[src/rtl/fifo_rd_ctrl.sv]
// rtl/fifo_rd_ctrl.sv - read-side controller of an asynchronous FIFO
//
// Synchronizes the write-domain Gray pointer into rclk, keeps the read
// pointer (binary and Gray), generates the memory read address and fetches
// words into a one-deep registered output stage with a valid/ready handshake.
//
// Ports:
//   rclk       read-domain clock
//   rrst_n     asynchronous active-low reset
//   wq_wptr    Gray write pointer from the write domain (synchronized here)
//   rptr       Gray read pointer, registered, to the write domain
//   raddr      binary read address to the FIFO memory
//   mem_rdata  combinational memory read data at raddr
//   rdata      registered output word
//   rvalid     rdata holds a valid word
//   rready     consumer accepts rdata this cycle
//   rempty     memory holds no unread word (output register excluded)
//   rcount     words in memory not yet fetched
//   raempty    almost-empty flag, only when FIFO_RD_AEMPTY_EN is defined
//
// Build option: FIFO_RD_AEMPTY_EN adds the raempty port and its logic.

module fifo_rd_ctrl #(
    parameter int DATASIZE      = 8,
    parameter int ADDRSIZE      = 9,
    parameter int AEMPTY_THRESH = 4
) (
    input  logic                rclk,
    input  logic                rrst_n,
    input  logic [ADDRSIZE:0]   wq_wptr,
    output logic [ADDRSIZE:0]   rptr,
    output logic [ADDRSIZE-1:0] raddr,
    input  logic [DATASIZE-1:0] mem_rdata,
    output logic [DATASIZE-1:0] rdata,
    output logic                rvalid,
    input  logic                rready,
    output logic                rempty,
`ifdef FIFO_RD_AEMPTY_EN
    output logic [ADDRSIZE:0]   rcount,
    output logic                raempty
`else
    output logic [ADDRSIZE:0]   rcount
`endif
);

    logic [ADDRSIZE:0] rq1_wptr;
    logic [ADDRSIZE:0] rq2_wptr;
    logic [ADDRSIZE:0] rbin;
    logic [ADDRSIZE:0] rbin_next;
    logic [ADDRSIZE:0] rgraynext;
    logic [ADDRSIZE:0] wbin_sync;
    logic [ADDRSIZE:0] rcount_next;
    logic              fetch;

    // Gray to binary: each binary bit is the XOR of all Gray bits at or above it,
    // which equals the XOR of every right-shifted copy of the code.
    function automatic logic [ADDRSIZE:0] gray2bin(input logic [ADDRSIZE:0] g);
        logic [ADDRSIZE:0] b;
        b = g;
        for (int i = 1; i <= ADDRSIZE; i++) begin
            b = b ^ (g >> i);
        end
        return b;
    endfunction

    // A word moves from memory into the output stage whenever memory is not
    // empty and the output stage is free or being drained this cycle.
    assign fetch       = !rempty && (!rvalid || rready);
    assign rbin_next   = rbin + {{ADDRSIZE{1'b0}}, fetch};
    assign rgraynext   = (rbin_next >> 1) ^ rbin_next;
    assign wbin_sync   = gray2bin(rq2_wptr);
    // Modulo subtraction keeps the count correct across the MSB wrap.
    assign rcount_next = wbin_sync - rbin_next;
    assign raddr       = rbin[ADDRSIZE-1:0];

    // Two-flop synchronizer for the write pointer.
    always_ff @(posedge rclk or negedge rrst_n) begin
        if (!rrst_n) begin
            rq1_wptr <= '0;
            rq2_wptr <= '0;
        end else begin
            rq1_wptr <= wq_wptr;
            rq2_wptr <= rq1_wptr;
        end
    end

    // Read pointer and status flags.
    always_ff @(posedge rclk or negedge rrst_n) begin
        if (!rrst_n) begin
            rbin   <= '0;
            rptr   <= '0;
            rempty <= 1'b1;
            rcount <= '0;
        end else begin
            rbin   <= rbin_next;
            rptr   <= rgraynext;
            rempty <= (rgraynext == rq2_wptr);
            rcount <= rcount_next;
        end
    end

    // Output register: load on fetch, drop valid when drained with nothing
    // behind it, otherwise hold.
    always_ff @(posedge rclk or negedge rrst_n) begin
        if (!rrst_n) begin
            rdata  <= '0;
            rvalid <= 1'b0;
        end else if (fetch) begin
            rdata  <= mem_rdata;
            rvalid <= 1'b1;
        end else if (rready) begin
            rvalid <= 1'b0;
        end
    end

`ifdef FIFO_RD_AEMPTY_EN
    localparam logic [ADDRSIZE:0] AEMPTY_LVL = (ADDRSIZE+1)'(AEMPTY_THRESH);

    always_ff @(posedge rclk or negedge rrst_n) begin
        if (!rrst_n) begin
            raempty <= 1'b1;
        end else begin
            raempty <= (rcount_next <= AEMPTY_LVL);
        end
    end
`endif

endmodule

[config.mk]
export PLATFORM = sky130hd
export DESIGN_NAME = fifo_rd_ctrl
export DESIGN_NICKNAME = d
export VERILOG_FILES = /design/src/rtl/fifo_rd_ctrl.sv
export SDC_FILE = /design/constraint.sdc
export NUM_CORES = 1
export LEC_CHECK = 0
export CAP_MARGIN = 20
export CORE_ASPECT_RATIO = 2
export CORE_UTILIZATION = 53
export CTS_BUF_LIST = sky130_fd_sc_hd__clkbuf_8
export DETAILED_ROUTE_END_ITERATION = 16
export GPL_TIMING_DRIVEN = 0
export PLACE_DENSITY = 0.93
export SKIP_CTS_REPAIR_TIMING = 1
export SLEW_MARGIN = 20
export SYNTH_ARGS = -nofsm -noshare
export SYNTH_HDL_FRONTEND = slang
export SYNTH_SLANG_ARGS = --single-unit
export TNS_END_PERCENT = 50
[constraint.sdc]
create_clock -name rclk -period 3.8 [get_ports rclk]
set_input_delay 0.57 -clock rclk [delete_from_list [all_inputs] [get_ports rclk]]
set_output_delay 0.57 -clock rclk [all_outputs]
set_load 0.03 [all_outputs]
==> results of run 1 <==
## critical path, delay by kind of cell
| family | cells | cell delay (ps) |
|---|---|---|
| compound gates | 5 | 950 |
| buf+inv | 4 | 870 |
| fa+ha+maj | 3 | 740 |
| xor+xnor | 2 | 400 |
| simple gates | 2 | 260 |
## per-layer routing
layer | part of all wire [%] | up-vias
met5 | 0 | -
met1 | 36 | 957
met4 | 3.8 | 0
li1 | - | 944
met2 | 57 | 51
met3 | 3.3 | 15
## stage by stage
stage	instances	util (%)	setup slack, ps	instance area, um2
floorplan	240	-	199.4	2810
global placement	357	67.59	-897.0	3473
detailed placement	357	67.54	-980.8	3471
CTS	373	70.73	-613.2	3635
global route	378	72.19	-11.27	3710
finish	378	72.19	217.6	3710
## flip-flops by register name, summed over array words and instances, names as in the netlist
| signal | cells |
|---|---|
| rvalid | 1 |
| rbin | 10 |
| rcount | 10 |
| rdata | 8 |
| rptr | 9 |
| rempty | 1 |
| rq2_wptr | 10 |
| rq1_wptr | 10 |
## power by group
group          internal (mW)  switching (mW)  total, mW
Combinational          0.661           0.882       1.54
Sequential             0.785          0.0661      0.851
Clock                  0.243           0.230      0.473
## cells in the mapped netlist, drive strengths merged (2+ instances only)
cell	instances	share of area, %
mux2	8	3.2
a21oi	9	1.6
clkbuf	2	0.27
and3	3	0.67
nand3	3	0.53
nor2b	4	0.89
buf	5	1.1
nor2	11	1.5
inv	20	2.7
dfrtp	58	52
a31oi	3	0.67
nor3	5	0.89
xor2	27	8.9
a21o	2	0.53
and2	3	0.67
xnor2	22	8.3
nand2b	2	0.45
ha	11	4.9
o211ai	2	0.53
o21ai	9	1.6
nand4	2	0.98
nand2	12	1.6
## cell families after synthesis
group / synth area share [%]
compound gates: 7.836
xor+xnor: 17.28
fa+ha+maj: 5.610
buf+inv: 4.007
flops: 52.58
mux: 3.562
simple gates: 9.127
## cell type report
cell class / instances / area [um2]
Multi-Input combinational cell: 154 / 1257
Timing Repair Buffer: 64 / 625.6
Buffer: 7 / 37.54
Sequential cell: 59 / 1478
Clock buffer: 10 / 137.6
Clock inverter: 6 / 26.28
Tap cell: 58 / 72.57
Inverter: 20 / 75.07
Fill cell: 359 / 1429
## worst max path at each step
stage,cells past startpoint,endpoint,slack [ps]
global placement,16,rcount[8],-900
floorplan,15,rcount[8],200
global route,16,rcount[8],-10
CTS,16,rcount[8],-610
finish,16,rcount[8],220
detailed placement,16,rcount[8],-980
==> metrics.md, run 1 <==
| Metric | Value |
|---|---|
| Endpoint arrival time on the critical path | `3810 ps` |
| Max-cap check violation count | `0` |
| Reg-to-reg endpoint | `rcount[8]` |
| Syn avg cell area | `11.71 um2` |
| Vias in the first global route | `1958` |
| Start-to-end type of the worst setup path | `in -> reg` |
| DR WL/cell | `14.17 um` |
| Most used routing layer | `met2` |
| Total CTS buffers | `9` |
| Wire length of the first global-routing pass | `8763 um` |
| Startpoint type of the worst setup path | `input port` |
| Clock Skew | `7.712 ps` |
| Share of async-settable or async-resettable flops after synthesis | `100.0%` |
| Synth cell types | `44` |
| Hold violation count in the final report | `0` |
| Global-route track usage on met2 | `38.13%` |
| Area enclosed by the die boundary | `5615 um2` |
| Via Count | `1967` |
| Source-to-sink clock delay at the later pin of the worst-skew pair | `340 ps` |
| Buffers on Ports | `59` |
| Starting utilization of the core area | `54.69%` |
| Post-route DRC | `0` |
| Crit path max fanout | `10` |
| Startpoint of the worst-slack reg-to-reg timing path | `rq2_wptr[9]` |
| Setup TNS after final layout | `0 ps` |
| Required arrival time at the worst endpoint | `4020 ps` |
| Post-synth EDFFs | `0` |
| Total routed wirelength | `5356 um` |
| Crit-path most repeated cell | `sky130_fd_sc_hd__ha_1` |
| Number of antenna violations at the first check in global routing | `0` |
| Layout cells sized above 1 | `13.75%` |
| Antenna cell count | `0` |
| Final setup violation count | `0` |
| Seq/Total Area, Yosys | `52.58%` |
| Maximum number of pins on one net before global-route repair | `60` |
| Floorplan row count | `37` |
| Clock-pin slew of the registers on the worst-case setup and hold paths | `60 ps` |
| Maximum count of clock buffers along a single path | `2` |
| Iteration count of the initial detailed-routing pass | `4` |
| Global-route track usage on met3 | `8.006%` |
| Num Clock Sinks | `59` |
| Congestion Overflow GR | `0` |
| Synth Net Count | `273` |
| Slowest cell on crit path | `sky130_fd_sc_hd__clkdlybuf4s50_1` |
| FF-to-FF path depth | `16` |
| Synthesized cell area | `2810 um2` |
| Endpoint type of the worst setup path | `flip-flop` |
| Most used cells in the layout excluding fill and tap cells | `58 x sky130_fd_sc_hd__clkdlybuf4s50_1, 58 x sky130_fd_sc_hd__dfrtp_1, 23 x sky130_fd_sc_hd__inv_1, 23 x sky130_fd_sc_hd__xor2_1, 18 x sky130_fd_sc_hd__xnor2_1` |
| Die height | `105.0 um` |
| Worst-case headroom to the max-slew limit | `52.96%` |
| Area growth from synthesis to layout | `32.01%` |
| Final Max Tran Viols | `0` |
| Status | `completed` |
| R2r setup slk | `340 ps` |
| Pwr per Cell Area | `772.8 nW/um2` |
| Leak | `1.675 nW` |
| Top achievable clock speed | `279.1 MHz` |
| Yosys warning count | `0` |
| Synthesized netlist cell count | `240` |
| Top-level I/O count | `60` |
| Total power after layout | `2.867 mW` |
| Post-route worst hold slack | `278.6 ps` |
| Final Wtd Congestion | `0.8432` |
| Number of flip-flops and latches in the synthesized netlist | `59` |
| Met1 track utilization from global routing | `21.97%` |
| Min cycle time layout | `3582 ps` |
| Share of the cycle needed by the critical path after routing | `94.27%` |
| Chip width | `53.49 um` |
| Via-to-Cell Ratio | `5.204` |
| Launching instance or port of the critical path | `rready` |
| Post-detail-place hpwl | `3906 um` |
| Core Region | `5139 um2` |
| Critical path, cell by cell | `clkdlybuf4s50_1 > inv_1 > a21oi_4 > ha_1 > ha_1 > buf_2 > xor2_4 > inv_1 > ha_1 > nor2b_1 > o21ai_0 > nand2b_1 > a21o_1 > a21oi_1 > o21ai_1 > xor2_1` |
| Antenna viol nets, final | `0` |
| Most common flop cell mapped by yosys | `sky130_fd_sc_hd__dfrtp_1` |
| Clock tree from TritonCTS | `done` |
| Final net count | `348` |
| Peak supply drop | `0.5988 mV` |
| Worst path max stage delay | `470 ps` |
| H-tree lvl count | `3` |
| Type of the most critical hold path | `in -> async` |
| DRC violation total after the first TritonRoute iteration | `54` |
| Slew @ Worst Pin | `705.7 ps` |
| Tot GR Track Use | `22.56%` |
| Cell at the root of the clock tree | `sky130_fd_sc_hd__clkbuf_8` |
No activity file was read; power rests on OpenSTA's default activity.
==> run 2: changes to the inputs <==
--- a/config.mk
+++ b/config.mk
@@ -7,11 +7,11 @@
 export LEC_CHECK = 0
 export CAP_MARGIN = 20
 export CORE_ASPECT_RATIO = 2
-export CORE_UTILIZATION = 53
+export CORE_UTILIZATION = 45
 export CTS_BUF_LIST = sky130_fd_sc_hd__clkbuf_8
 export DETAILED_ROUTE_END_ITERATION = 16
 export GPL_TIMING_DRIVEN = 0
-export PLACE_DENSITY = 0.93
+export PLACE_DENSITY = 0.82
 export SKIP_CTS_REPAIR_TIMING = 1
 export SLEW_MARGIN = 20
 export SYNTH_ARGS = -nofsm -noshare
==> run 2 against run 1 <==
  * The run now ends with DRC left
  * Count of clock-buffer cells in the layout unchanged
  * Core utilization down 9.4 points
  * Sequential cell count unchanged
  * Die area up 17%
  * Worst setup slack better by 45 ps
==> metrics.md, run 2 (synthesis results as in run 1) <==
| Metric | Value |
|---|---|
| Min cycle time layout | `3538 ps` |
| Type of the most critical hold path | `in -> async` |
| Wire length of the first global-routing pass | `8942 um` |
| Floorplan row count | `40` |
| Crit path max fanout | `10` |
| Maximum count of clock buffers along a single path | `2` |
| Layout cells sized above 1 | `15.53%` |
| Start-to-end type of the worst setup path | `in -> reg` |
| Cell count after placement | `362` |
| Antenna viol nets, final | `0` |
| Leak | `1.682 nW` |
| Top achievable clock speed | `282.7 MHz` |
| Sequential share of power | `28.4%` |
| Total routed wirelength | `5549 um` |
| Worst slack after detailed placement | `-1097 ps` |
| Instance area at placement | `3477 um2` |
| DR WL/cell | `14.41 um` |
| Endpoint arrival time on the critical path | `3770 ps` |
| Required arrival time at the worst endpoint | `4030 ps` |
| DRC violation total after the first TritonRoute iteration | `31` |
| Buffers on Ports | `59` |
| Slew @ Worst Pin | `719.7 ps` |
| Final Cell Area | `3774 um2` |
| Share of the cycle needed by the critical path after routing | `93.10%` |
| Via-to-Cell Ratio | `5.216` |
| Die height | `113.8 um` |
| Maximum number of pins on one net before global-route repair | `60` |
| Status | `finished, violations left` |
| Violations in the final reports | `DRC` |
| Total power after layout | `2.992 mW` |
| Final Wtd Congestion | `0.8883` |
| Combinational fraction of design power | `52.4%` |
| Clock tree from TritonCTS | `done` |
| Starting utilization of the core area | `46.79%` |
| Clock Skew | `6.624 ps` |
| Num Clock Sinks | `59` |
| Max-cap check violation count | `0` |
| Post-detail-place hpwl | `4083 um` |
| Chip width | `57.88 um` |
| Iteration count of the initial detailed-routing pass | `10` |
| Internal power of the cells | `1.787 mW` |
| Peak supply drop | `0.3911 mV` |
| Switching share of power | `40.28%` |
| Hold violation count in the final report | `0` |
| Final setup violation count | `0` |
| Congestion Overflow GR | `0` |
| Endpoint type of the worst setup path | `flip-flop` |
| Core Region | `6006 um2` |
| Switching component of the power | `1.205 mW` |
| H-tree lvl count | `3` |
| Startpoint type of the worst setup path | `input port` |
| Vias in the first global route | `1992` |
| Source-to-sink clock delay at the later pin of the worst-skew pair | `350 ps` |
| Final Max Tran Viols | `0` |
| Setup TNS after final layout | `0 ps` |
| Relative contribution of the clock network to total power | `19.1%` |
| Number of non-filler instances in the completed layout | `385` |
| Area enclosed by the die boundary | `6584 um2` |
| Pwr per Cell Area | `792.8 nW/um2` |
| Worst-case headroom to the max-slew limit | `52.02%` |
| Clock-pin slew of the registers on the worst-case setup and hold paths | `70 ps` |
| Top-level I/O count | `60` |
| Total CTS buffers | `9` |
| Via Count | `2008` |
| Final net count | `350` |
| Antenna cell count | `0` |
| Number of antenna violations at the first check in global routing | `0` |
| Area growth from synthesis to layout | `34.28%` |
| Cell at the root of the clock tree | `sky130_fd_sc_hd__clkbuf_8` |
| Most used cells in the layout excluding fill and tap cells | `58 x sky130_fd_sc_hd__clkdlybuf4s50_1, 58 x sky130_fd_sc_hd__dfrtp_1, 23 x sky130_fd_sc_hd__xor2_1` |
| Smallest setup slack after layout | `262.2 ps` |
| Tot GR Track Use | `19.05%` |
| Post-route DRC | `2` |
run 2: changes by cell type in the layout (fill, tap and decap cells not counted), sizes merged:
cell | before | now
clkbuf | 12 | 13
bufinv | 0 | 1
clkinvlp | 0 | 2
inv | 23 | 21
buf | 11 | 12
clkinv | 3 | 2
run 2: worst paths after layout:
path	from	end	slack, ps	cells past startpoint
setup / recovery	rready	rcount[8]	260	16
hold / removal	rrst_n	rbin[2]	250	1
setup reg to reg	rq2_wptr[9]	rcount[8]	320	16
hold reg to reg	rq1_wptr[0]	rq2_wptr[0]	350	0
max in group asynchronous	rrst_n	rptr[7]	3040	1
min in group rclk	rq1_wptr[0]	rq2_wptr[0]	350	0
run 2: power by group through the flow:
stage / sequential [mW] / combinational, mW / clock, mW
floorplan: 1.12 / 0.779 / 0
global placement: 0.862 / 1.49 / 0
detailed placement: 0.867 / 1.53 / 0
CTS: 0.855 / 1.53 / 0.588
global route: 0.868 / 1.70 / 0.605
finish: 0.851 / 1.57 / 0.572
run 2: cell type report:
class,instances,area (um2)
buffer,7,40.04
clock buffer,10,137.6
clock inverter,6,63.81
fill,483,2232
inverter,20,75.07
multi-input combinational,154,1260
sequential,59,1478
tap,63,78.83
timing repair buffer,66,640.6
run 2: metal layers:
layer | vias to the layer above | GRT usage [%] | part of all wire (%)
met2 | 56 | 32.57 | 57
li1 | 950 | - | -
met5 | - | 0 | 0
met4 | 0 | 17.30 | 6.6
met1 | 975 | 17.86 | 33
met3 | 27 | 4.649 | 3.4
run 2: critical path, cell delays in order:
cell and delay (ps):
sky130_fd_sc_hd__clkdlybuf4s50_1 480, sky130_fd_sc_hd__inv_1 70, sky130_fd_sc_hd__a21oi_4 230, sky130_fd_sc_hd__ha_2 250, sky130_fd_sc_hd__ha_1 180, sky130_fd_sc_hd__clkbuf_4 230
sky130_fd_sc_hd__xor2_4 200, sky130_fd_sc_hd__inv_1 70, sky130_fd_sc_hd__ha_1 310, sky130_fd_sc_hd__nor2b_1 140, sky130_fd_sc_hd__o21ai_0 150, sky130_fd_sc_hd__nand2b_1 120
sky130_fd_sc_hd__a21o_1 200, sky130_fd_sc_hd__a21oi_1 250, sky130_fd_sc_hd__o21ai_0 150, sky130_fd_sc_hd__xor2_1 160
run 2: through the flow:
step	util, %	hold WS, ps
floorplan	-	274.4
global placement	57.94	332.0
detailed placement	57.90	334.7
CTS	61.25	289.1
global route	62.83	350.3
finish	62.83	253.2
==> run 3: changes to the inputs <==
--- a/config.mk
+++ b/config.mk
@@ -7,12 +7,11 @@
 export LEC_CHECK = 0
 export CAP_MARGIN = 20
 export CORE_ASPECT_RATIO = 2
-export CORE_UTILIZATION = 45
+export CORE_UTILIZATION = 57
 export CTS_BUF_LIST = sky130_fd_sc_hd__clkbuf_8
 export DETAILED_ROUTE_END_ITERATION = 16
 export GPL_TIMING_DRIVEN = 0
-export PLACE_DENSITY = 0.82
-export SKIP_CTS_REPAIR_TIMING = 1
+export PLACE_DENSITY = 0.95
 export SLEW_MARGIN = 20
 export SYNTH_ARGS = -nofsm -noshare
 export SYNTH_HDL_FRONTEND = slang
==> constraint.sdc (replaced) <==
create_clock -name rclk -period 4.4 [get_ports rclk]
set_input_delay 0.66 -clock rclk [delete_from_list [all_inputs] [get_ports rclk]]
set_output_delay 0.66 -clock rclk [all_outputs]
set_load 0.03 [all_outputs]
==> run 3 against run 2 <==
  * The flow now finishes without violations
  * Clock skew is 1.4 ps lower
  * Via count is 0.75% higher
  * Count of clock-buffer cells in the layout stayed put
  * Combinational power is 13% lower
  * Core utilization is 17 points higher
  * Critical path type unchanged
  * Largest cell class unchanged
==> metrics.md, run 3 (synthesis results as in run 1) <==
| Metric | Value |
|---|---|
| Min cycle time layout | `4068 ps` |
| Post-layout util | `79.73%` |
| Number of non-filler instances in the completed layout | `370` |
| Vias in the first global route | `2219` |
| Combinational fraction of design power | `49.9%` |
| Top achievable clock speed | `245.8 MHz` |
| Iteration count of the initial detailed-routing pass | `4` |
| Die height | `101.3 um` |
| Chip width | `51.65 um` |
| Switching share of power | `39.76%` |
| Clock Skew | `5.218 ps` |
| Floorplan row count | `35` |
| Share of the cycle needed by the critical path after routing | `92.46%` |
| Cell at the root of the clock tree | `sky130_fd_sc_hd__clkbuf_8` |
| Wire length of the first global-routing pass | `10030 um` |
| Slew @ Worst Pin | `732.9 ps` |
| Internal power of the cells | `1.634 mW` |
| Pwr per Cell Area | `726.2 nW/um2` |
| Post-CTS Hold Fix Bufs | `0` |
| Total power after layout | `2.713 mW` |
| DR WL/cell | `16.97 um` |
| Type of the most critical hold path | `reg -> reg` |
| Final net count | `343` |
| Top-level I/O count | `60` |
| Antenna cell count | `0` |
| Via Count | `2023` |
| Instance area at placement | `3467 um2` |
| Maximum count of clock buffers along a single path | `2` |
| Max-cap check violation count | `0` |
| Switching component of the power | `1.079 mW` |
| Smallest setup slack after layout | `331.9 ps` |
| Final Max Tran Viols | `0` |
| Startpoint type of the worst setup path | `input port` |
| Most used cells in the layout excluding fill and tap cells | `58 x sky130_fd_sc_hd__clkdlybuf4s50_1, 58 x sky130_fd_sc_hd__dfrtp_1, 24 x sky130_fd_sc_hd__xor2_1` |
| Sequential share of power | `27.2%` |
| Endpoint type of the worst setup path | `flip-flop` |
| Core Region | `4686 um2` |
| Number of antenna violations at the first check in global routing | `0` |
| Leak | `1.675 nW` |
| Final setup violation count | `0` |
| Starting utilization of the core area | `59.97%` |
| Required arrival time at the worst endpoint | `4620 ps` |
| Start-to-end type of the worst setup path | `in -> reg` |
| Area growth from synthesis to layout | `32.95%` |
| Antenna viol nets, final | `0` |
| Total routed wirelength | `6278 um` |
| Source-to-sink clock delay at the later pin of the worst-skew pair | `350 ps` |
| Worst slack after detailed placement | `-577.9 ps` |
| Worst-case headroom to the max-slew limit | `51.14%` |
| Buffers on Ports | `59` |
| Post-route DRC | `0` |
| Maximum number of pins on one net before global-route repair | `60` |
| Tot GR Track Use | `27.62%` |
| DRC violation total after the first TritonRoute iteration | `49` |
| Num Clock Sinks | `59` |
| Hold violation count in the final report | `0` |
| Cell count after placement | `354` |
| Layout cells sized above 1 | `13.02%` |
| Via-to-Cell Ratio | `5.468` |
| Post-detail-place hpwl | `4286 um` |
| Endpoint arrival time on the critical path | `4290 ps` |
| Crit path max fanout | `10` |
| Final Wtd Congestion | `0.8641` |
| Total CTS buffers | `9` |
| Clock tree from TritonCTS | `done` |
| Status | `completed` |
| Area enclosed by the die boundary | `5232 um2` |
| Clock-pin slew of the registers on the worst-case setup and hold paths | `70 ps` |
| Peak supply drop | `0.7614 mV` |
| H-tree lvl count | `3` |
| Final Cell Area | `3736 um2` |
| Congestion Overflow GR | `0` |
| RSZ-0062 raised after global routing | `false` |
| Relative contribution of the clock network to total power | `22.8%` |
[run 3: cell type report]
class | count | area (um2)
plain buffers | 7 | 37.54
clock buffers | 10 | 137.6
clock inverters | 6 | 112.6
fillers | 271 | 949.7
inverters | 20 | 75.07
multi-input cells | 154 | 1239
flip-flops and latches | 59 | 1478
well taps | 55 | 68.82
repair buffers | 59 | 588.1
[run 3: path summary, 6_finish.rpt]
path                             startpoint     endpoint  slack, ps  cells after the start
worst max-delay path                 rready    rcount[8]        330                     16
worst min-delay path            rq1_wptr[5]  rq2_wptr[5]        350                      0
worst max register to register       rvalid    rcount[8]        800                     14
worst min register to register  rq1_wptr[5]  rq2_wptr[5]        350                      0
max in group asynchronous            rrst_n  rq2_wptr[8]       3540                      1
min in group asynchronous            rrst_n      rptr[2]        360                      1
[run 3: power by group through the flow]
stage	combinational (mW)	clock, mW	sequential, mW
finish	1.36	0.619	0.739
floorplan	0.672	0	0.971
detailed placement	1.33	0	0.749
CTS	1.35	0.621	0.740
global route	1.45	0.645	0.751
global placement	1.29	0	0.744
[run 3: critical path, stage by stage]
cell,delay [ps]
sky130_fd_sc_hd__clkdlybuf4s50_1,510
sky130_fd_sc_hd__inv_1,100
sky130_fd_sc_hd__a21oi_4,320
sky130_fd_sc_hd__ha_1,310
sky130_fd_sc_hd__ha_1,210
sky130_fd_sc_hd__buf_2,250
sky130_fd_sc_hd__xor2_2,340
sky130_fd_sc_hd__inv_1,100
sky130_fd_sc_hd__ha_1,330
sky130_fd_sc_hd__nor2b_1,140
sky130_fd_sc_hd__o21ai_0,160
sky130_fd_sc_hd__nand2b_1,100
sky130_fd_sc_hd__a21o_1,190
sky130_fd_sc_hd__a21oi_1,240
sky130_fd_sc_hd__o21ai_0,160
sky130_fd_sc_hd__xor2_1,170
[run 3: per-layer routing]
metal | share of wire [%] | track usage [%] | up-vias
met5 | 0 | 0 | -
met4 | 4.8 | 18.50 | 0
met3 | 5.3 | 7.658 | 24
met2 | 57 | 49.25 | 85
met1 | 33 | 26.29 | 974
li1 | - | - | 940
[run 3: timing repair]
item	CTS	global route
setup endpoints to repair	3	1
resized for setup	2	1
setup buffers	0	0
[run 3: through the flow]
step / hold slack, ps / TNS, ps
2_1_floorplan: 331.2 / 0
3_3_place_gp: 331.3 / -987.1
3_5_place_dp: 334.7 / -1525
4_1_cts: 349.8 / 0
5_1_grt: 358.3 / 0
6_report: 348.4 / 0
